[src/rtl/instr_mem_loader.sv]
// instr_mem_loader: boot-time byte-stream writer for the instruction memory.
// Packs big-endian words, writes them in order and holds the core until done.
module instr_mem_loader #(
  parameter int unsigned MEM_BYTES = 128,
  parameter logic [31:0] BASE_ADDR = 32'h0,
  parameter int unsigned LEN_W     = 16
) (
  input  logic             CLK,
  input  logic             Reset,
  input  logic             start,
  input  logic [LEN_W-1:0] load_len,
  input  logic             byte_valid,
  input  logic [7:0]       byte_data,
  output logic             byte_ready,
  output logic [31:0]      IAddr,
  output logic [31:0]      IDataIn,
  output logic             InsMemRW,
  output logic             mem_sel,
  output logic             cpu_hold,
  output logic             done,
  output logic             err
);

  typedef enum logic [1:0] {
    IDLE,
    COLLECT,
    WRITE,
    DONE
  } state_t;

  localparam logic [31:0] MAX_WORDS = 32'(MEM_BYTES / 4);

  state_t           state;
  logic [LEN_W-1:0] len_q;
  logic [LEN_W-1:0] idx;
  logic [LEN_W-1:0] idx_nxt;
  logic [1:0]       cnt;
  logic [23:0]      word_q;
  logic             take;
  logic             too_long;

  assign take     = byte_valid && byte_ready;
  assign too_long = 32'(load_len) > MAX_WORDS;
  assign idx_nxt  = idx + LEN_W'(1);

  always_ff @(posedge CLK) begin
    if (Reset) begin
      state      <= IDLE;
      byte_ready <= 1'b0;
      IAddr      <= BASE_ADDR;
      IDataIn    <= 32'h0;
      InsMemRW   <= 1'b1;
      mem_sel    <= 1'b0;
      cpu_hold   <= 1'b1;
      done       <= 1'b0;
      err        <= 1'b0;
      len_q      <= '0;
      idx        <= '0;
      cnt        <= '0;
      word_q     <= '0;
    end else begin
      unique case (state)
        IDLE, DONE: begin
          if (start) begin
            len_q    <= load_len;
            idx      <= '0;
            cnt      <= '0;
            done     <= 1'b0;
            err      <= 1'b0;
            cpu_hold <= 1'b1;
            if (load_len == '0) begin
              state    <= DONE;
              done     <= 1'b1;
              cpu_hold <= 1'b0;
            end else if (too_long) begin
              state <= DONE;
              err   <= 1'b1;
            end else begin
              state      <= COLLECT;
              byte_ready <= 1'b1;
              mem_sel    <= 1'b1;
            end
          end
        end
        COLLECT: begin
          if (take) begin
            word_q <= {word_q[15:0], byte_data};
            cnt    <= cnt + 2'd1;
            // 4th byte completes the word; strobe it next cycle
            if (cnt == 2'd3) begin
              state      <= WRITE;
              byte_ready <= 1'b0;
              InsMemRW   <= 1'b0;
              IAddr      <= BASE_ADDR + (32'(idx) << 2);
              IDataIn    <= {word_q, byte_data};
            end
          end
        end
        WRITE: begin
          InsMemRW <= 1'b1;
          idx      <= idx_nxt;
          cnt      <= '0;
          if (idx_nxt == len_q) begin
            state    <= DONE;
            mem_sel  <= 1'b0;
            done     <= 1'b1;
            cpu_hold <= 1'b0;
          end else begin
            state      <= COLLECT;
            byte_ready <= 1'b1;
          end
        end
        default: state <= IDLE;
      endcase
    end
  end

endmodule

[config.mk]
export PLATFORM = sky130hd
export DESIGN_NAME = instr_mem_loader
export DESIGN_NICKNAME = d
export VERILOG_FILES = /design/src/rtl/instr_mem_loader.sv
export SDC_FILE = /design/constraint.sdc
export NUM_CORES = 1
export LEC_CHECK = 0
export ABC_AREA = 1
export BUFFER_PORTS_ARGS = -buffer_cell sky130_fd_sc_hd__buf_4
export CAP_MARGIN = 20
export CORE_MARGIN = 1
export CORE_UTILIZATION = 49
export DETAILED_ROUTE_END_ITERATION = 8
export PLACE_DENSITY_LB_ADDON = 0.12
export SYNTH_ARGS = -nofsm -noshare
export SYNTH_HDL_FRONTEND = slang
export SYNTH_SLANG_ARGS = --single-unit
[constraint.sdc]
create_clock -name CLK -period 2 [get_ports CLK]
set_input_delay 0.1 -clock CLK [delete_from_list [all_inputs] [get_ports CLK]]
set_output_delay 0.1 -clock CLK [all_outputs]
set_load 0.03 [all_outputs]
Word-level counts from Yosys, hierarchy flattened

Cells that the tools add are included.

Flip-flop bits (word level): 114
Input port bits: 28

$add $sub $neg: 2
$lt $le $gt $ge: 1
Eq/ne operators: 12
Multiplexer cells: 31
Reductions and logical operators: 16

Operator list:

| cell                                                                   | number |
|---|---|
| 16-bit one-hot mux with 2 select lines                                 | 1 |
| 16-bit by 1-bit adder with 16-bit output (second input constant)       | 1 |
| 16-bit equality test                                                   | 1 |
| 16-bit by 6-bit > comparator with 1-bit output (second input constant) | 1 |
| 16-bit logical NOT                                                     | 1 |
| 16-bit 2-to-1 mux                                                      | 1 |
| 2-bit 2-to-1 mux                                                       | 8 |
| 1-bit 2-to-1 mux                                                       | 14 |
| 2-bit != test (second input constant)                                  | 7 |
| 2-bit one-hot mux with 3 select lines                                  | 2 |
| 3-bit AND reduction                                                    | 4 |
| 1-bit one-hot mux with 2 select lines                                  | 4 |
| 2-bit AND reduction                                                    | 4 |
| 2-bit equality test (second input constant)                            | 3 |
| 6-bit AND reduction                                                    | 1 |
| 5-bit AND reduction                                                    | 1 |
| 2-bit nonzero test                                                     | 2 |
| 1-bit one-hot mux with 3 select lines                                  | 1 |
| 2-bit by 1-bit adder with 2-bit output (second input constant)         | 1 |
| 2-bit by 1-bit equality test with 1-bit output (second input constant) | 1 |
| 2-bit logical NOT                                                      | 1 |
| 2-bit OR reduction                                                     | 1 |
| 1-bit logical AND                                                      | 1 |

Longest topological paths before layout

Depth after elaboration: 5
Gate-level depth with buffers: 17

Worst setup path after synthesis

No wires, ideal clock.

Kind: reg2reg
Start point: reg idx[0]
End point: reg done
Setup time: 0.115 ns
Data arrival time: 1.777 ns
Required time: 1.885 ns
Setup slack: 0.108 ns
Cell stages (with the launch flop): 17
Path buffers: 0
Period minus slack after synthesis: 1.892 ns
Cells stage by stage: dfxtp_1 > ha_1 > nand2_2 > nor2_4 > nand2_2 > nand2_2 > nand2_1 > nand2_1 > nand2_1 > nor2_2 > nand2_1 > nor2_1 > nand2_2 > nand2_4 > nand4_1 > nand2_1 > nor2_1

Word-level cells in the longest chain between the ends: 4

Ends and longest elaborated chain:

| item                                     | RTL line | RTL |
|---|---|---|
| from (decl)                              | 35       | `logic [LEN_W-1:0] idx;` |
| from (signal assigned)                   | 101      | `idx <= idx_nxt;` |
| 16-bit by 1-bit adder with 16-bit output | 44       | `assign idx_nxt = idx + LEN_W'(1);` |
| 16-bit equality test                     | 103      | `if (idx_nxt == len_q) begin` |
| 2-bit != test (no line)                  | n/a      |  |
| 3-bit AND reduction (no line)            | n/a      |  |
| to (signal assigned)                     | 55       | `done <= 1'b0;` |
| to (signal assigned)                     | 68       | `done <= 1'b0;` |
| to (signal assigned)                     | 106      | `done <= 1'b1;` |
| to (decl)                                | 20       | `output logic done,` |

Every way passes these cells.
A chain may end at the register's enable or synchronous reset.

Worst setup path after layout

Ends and elaborated chain as after synthesis.

==> out/qor_table.md <==
| Stage | Metric | Value |
|---|---|---|
| run status | Result of the run | complete, but fails checks |
| run status | Failing checks | setup timing |
| grt | Number of antenna violations at the first check in global routing | 0 |
| setup path | Worst-path cell with the longest stage delay | dfxtp_4 |
| placed design | HPWL Detailed | 8192 µm |
| layout | Layout Cell Area excl Fill | 6580 µm² |
| synthesis | Share of the synthesized netlist area taken by xor and xnor gates | 2.082% |
| layout | Area added between synthesis and finish | 33.51% |
| synthesis | Fraction of synthesized area in multiplexers | 0% |
| setup path | Critical path buffers and inverters | 0 |
| timing | Highest clock frequency the design can meet | 0.4963 GHz |
| layout | Final Non-Filler Cells | 930 |
| detailed routing | Via count normalized by instance count | 4.997 |
| layout | Sequential cell area | 2293 µm² |
| layout | Number of antenna cells inserted | 0 |
| timing | Transition time at the pin with the least slew margin | 0.6270 ns |
| setup path | Critical path cell sequence | ha_4 -> nand3_1 -> o21ai_0 -> nand2_1 -> nand2_1 -> nand2_1 -> nor2_1 -> nand2_1 -> nor2_2 -> nand2_2 -> nand2_4 -> nand4_1 -> nand2_1 -> nor2_1 |
| synthesis | Area share of and/or/nand/nor cells after synthesis | 22.67% |
| synthesis | Post-synth design cell area | 4928 µm² |
| grt | Total track usage | 24.45% |
| timing | Sum of negative setup slack | -0.03161 ns |
| synthesis | Complex-gate fraction of the synthesized area | 18.08% |
| clock tree | Worst-Skew Late Latency | 0.51 ns |
| detailed routing | ANT nets after route | 0 |
| timing | Smallest hold slack | 0.06246 ns |
| power | Total power | 6.803 mW |
| placed design | Post-placement cell count | 869 |
| timing | RSZ-0062 raised after global routing | yes |
| setup path | Crit path max-delay family | simple AND/OR/NAND/NOR gates |
| placed design | Count of input and output buffers | 81 |
| timing | Max-slew violations | 0 |
| setup path | Crit path largest cell delay | 0.36 ns |
| layout | Proportion of layout cells with a drive suffix above 1 | 21.46% |
| power | P per Cell Area | 1034 nW/µm² |
| clock tree | Clock buffers created by TritonCTS | 17 |
| timing | Max Clock Skew | 0.007921 ns |
| setup path | Critical path fanouts, max | 5 |
| synthesis | Number of flip-flops and latches in the synthesized netlist | 114 |
| synthesis | Yosys cell types | 29 |
| synthesis | Sequential area share after synthesis | 46.31% |
| setup path | Classification of the worst setup path | register to register |
| floorplanning | Overall die area | 10,460 µm² |
| clock tree | Register clock-pin slew on the reported worst setup and hold paths | 0.06 ns |
| worst hold path | Class of the tightest hold or removal check | input pin to register |
| floorplanning | Cell Rows | 36 |
| layout | Total number of nets in the final design | 818 |
| floorplanning | Number of top-level pins | 98 |
| synthesis | Area share of fa/ha/maj cells after synthesis | 1.269% |
| timing | Minimum clock period after layout | 2.015 ns |
| timing | Final Hold Vio Count | 0 |
| synthesis | Number of warnings issued by yosys | 0 |
| placed design | Placement Cell Area | 5693 µm² |
| setup path | Critical path's most frequent cell | nand2_1 |
| detailed routing | Avg WL per Cell | 13.18 µm |
| setup path | Arrival @ worst endpoint | 2.42 ns |
| synthesis | Synth Area per Inst | 7.389 µm² |
| floorplanning | Die Wd | 102.3 µm |
| timing | Headroom to the max-slew limit | 58.16% |
| timing | Least setup slack across all paths after layout | -0.01472 ns |
| run | Number of max-cap violations | 0 |
| synthesis | Cells after Synth | 667 |
| clock tree | Root Buffer | clkbuf_8 |
| layout | Fill count | 840 |
| detailed routing | Total length of routed wires | 12,250 µm |
| floorplanning | Starting utilization of the core area | 50.42% |
| grt | Maximum number of pins on one net before global-route repair | 62 |
| grt | First-pass GRT wire length | 19,640 µm |
| floorplanning | Core Box Area | 9774 µm² |
| power | Max VDD drop | 1.031 mV |
| timing | Count of endpoints failing setup in the final report | 3 |
| detailed routing | Initial detailed-routing violation count | 193 |
| power | Static leakage | 2.751 nW |
| layout | Multi-input gate area in the final layout | 2303 µm² |
| detailed routing | Length of the first detailed-routing pass in iterations | 4 |
| clock tree | CTS tree | built |
| clock tree | Max Root-Sink Buffers | 2 |
| placed design | RD Place Congestion | 0.8657 |
| detailed routing | # DRC | 0 |
| timing | Share of the clock period used by the worst path | 100.7% |
| grt | Number of global-route vias before repair | 4,147 |
| grt | Global route total overflow | 0 |
| floorplanning | DIE HEIGHT | 102.3 µm |
| detailed routing | Total vias in the final route | 4,647 |
| setup path | Data required time at the worst endpoint | 2.40 ns |
| setup path | Startpoint kind of the worst setup timing path | register |
| clock tree | H-tree Lvls | 4 |
| synthesis | Combinational family with the most area after synthesis | simple AND/OR/NAND/NOR gates |
| clock tree | Number of clock sinks | 114 |
| setup path | Crit path capture type | register |
==> worst reg2reg max path: stages, from the launching register on <==
cell and delay [ns]:
dfxtp_4 0.36, ha_4 0.15, nand3_1 0.11, o21ai_0 0.28, nand2_1 0.14, nand2_1 0.08
nand2_1 0.04, nor2_1 0.12, nand2_1 0.08, nor2_2 0.13, nand2_2 0.11, nand2_4 0.09
nand4_1 0.10, nand2_1 0.08, nor2_1 0.04
==> registers in the layout (all words and copies together), names as in the netlist <==
name,cells
IDataIn,32
word_q,24
IAddr,16
idx,16
len_q,16
cnt,2
state,2
InsMemRW,1
byte_ready,1
cpu_hold,1
done,1
err,1
mem_sel,1
==> cells in the mapped netlist <==
| cell | instances | share of area, % |
|---|---|---|
| nor2_2 | 4 | 0.51 |
| xnor3_1 | 3 | 1.4 |
| inv_2 | 1 | 0.076 |
| nand2_4 | 1 | 0.23 |
| nand2_1 | 118 | 9.0 |
| nor3_1 | 2 | 0.20 |
| nand3_2 | 2 | 0.41 |
| nand3_1 | 26 | 2.6 |
| a21oi_1 | 80 | 8.1 |
| inv_1 | 61 | 4.6 |
| nor2_1 | 87 | 6.6 |
| o21ai_2 | 1 | 0.18 |
| nor2_4 | 2 | 0.46 |
| and2_1 | 1 | 0.13 |
| xor2_1 | 4 | 0.71 |
| dfxtp_1 | 114 | 46 |
| clkbuf_1 | 31 | 2.4 |
| nand4_1 | 9 | 1.1 |
| a311oi_1 | 1 | 0.18 |
| a211oi_1 | 12 | 1.8 |
| nor4_1 | 1 | 0.13 |
| o21ai_0 | 73 | 7.4 |
| nand2_2 | 6 | 0.76 |
| o21a_1 | 1 | 0.15 |
| buf_4 | 16 | 2.4 |
| ha_1 | 5 | 1.3 |
| nand3b_1 | 3 | 0.46 |
| a221o_1 | 1 | 0.20 |
| conb_1 | 1 | 0.076 |
==> stage by stage <==
step | setup slack [ns] | util [%]
after floorplan | 0.1080 | -
after global placement | 0.0009495 | 58.24
after detailed placement | -0.06917 | 58.24
after CTS | -0.001862 | 66.67
after global routing | -0.1211 | 67.32
final | -0.01472 | 67.32
==> placed cells by master (no fill, tap or decap), drive strengths merged <==
| cell type | Yosys | final |
|---|---|---|
| nand2 | 125 | 125 |
| dfxtp | 114 | 114 |
| buf | 16 | 106 |
| nor2 | 93 | 93 |
| a21oi | 80 | 80 |
| o21ai | 74 | 74 |
| inv | 62 | 62 |
| nand3 | 28 | 28 |
| dlygate4sd3 | 0 | 25 |
| clkbuf | 31 | 22 |
| conb | 1 | 16 |
| a211oi | 12 | 12 |
| nand4 | 9 | 9 |
| ha | 5 | 5 |
| clkinv | 0 | 5 |
| xor2 | 4 | 4 |
| clkinvlp | 0 | 4 |
| xnor3 | 3 | 3 |
| nand3b | 3 | 3 |
| nor3 | 2 | 2 |
| and2 | 1 | 1 |
| nor4 | 1 | 1 |
| o21a | 1 | 1 |
| a311oi | 1 | 1 |
| a221o | 1 | 1 |
==> per-layer routing <==
metal | vias up | global-route usage, % | part of all wire [%]
li1 | 2386 | - | -
met1 | 2106 | 33.08 | 48
met2 | 137 | 37.79 | 45
met3 | 18 | 5.130 | 4.9
met4 | 0 | 10.44 | 1.9
met5 | - | 0 | 0
==> where the power goes <==
group / switching (mW) / internal [mW] / leakage, nW
Sequential: 0.145 / 2.49 / 0.926
Clock: 1.00 / 1.60 / 0.249
Combinational: 0.981 / 0.588 / 1.58
==> logic make-up after synthesis <==
group | Yosys count
buf+inv | 109
compound gates | 169
xor+xnor | 7
flops | 114
other cells | 1
simple gates | 262
fa+ha+maj | 5
==> repair_timing <==
action	in CTS	in global routing
hold buffers	25	0
buffers inserted	2	3
endpoints found under the setup margin	13	7
resized for setup	11	14
pin swaps	8	9
hold endpoints to repair	34	0
==> cell type report <==
cell class | count | share of cell area (%)
multi-input cells | 459 | 35.01
flip-flops and latches | 114 | 34.85
repair buffers | 131 | 16.14
clock buffers | 22 | 7.036
inverters | 62 | 3.537
well taps | 133 | 2.529
clock inverters | 9 | 0.8937
==> final timing paths <==
path	from	endpoint	slack [ns]	depth (start not counted)
worst min-delay path	Reset	idx[8]	0.06	2
worst min register to register	word_q[17]	IDataIn[25]	0.44	2
worst max register to register	idx[0]	done	-0.01	14
worst max-delay path	idx[0]	done	-0.01	14
Note: power is estimated with default switching activity, not from simulation.
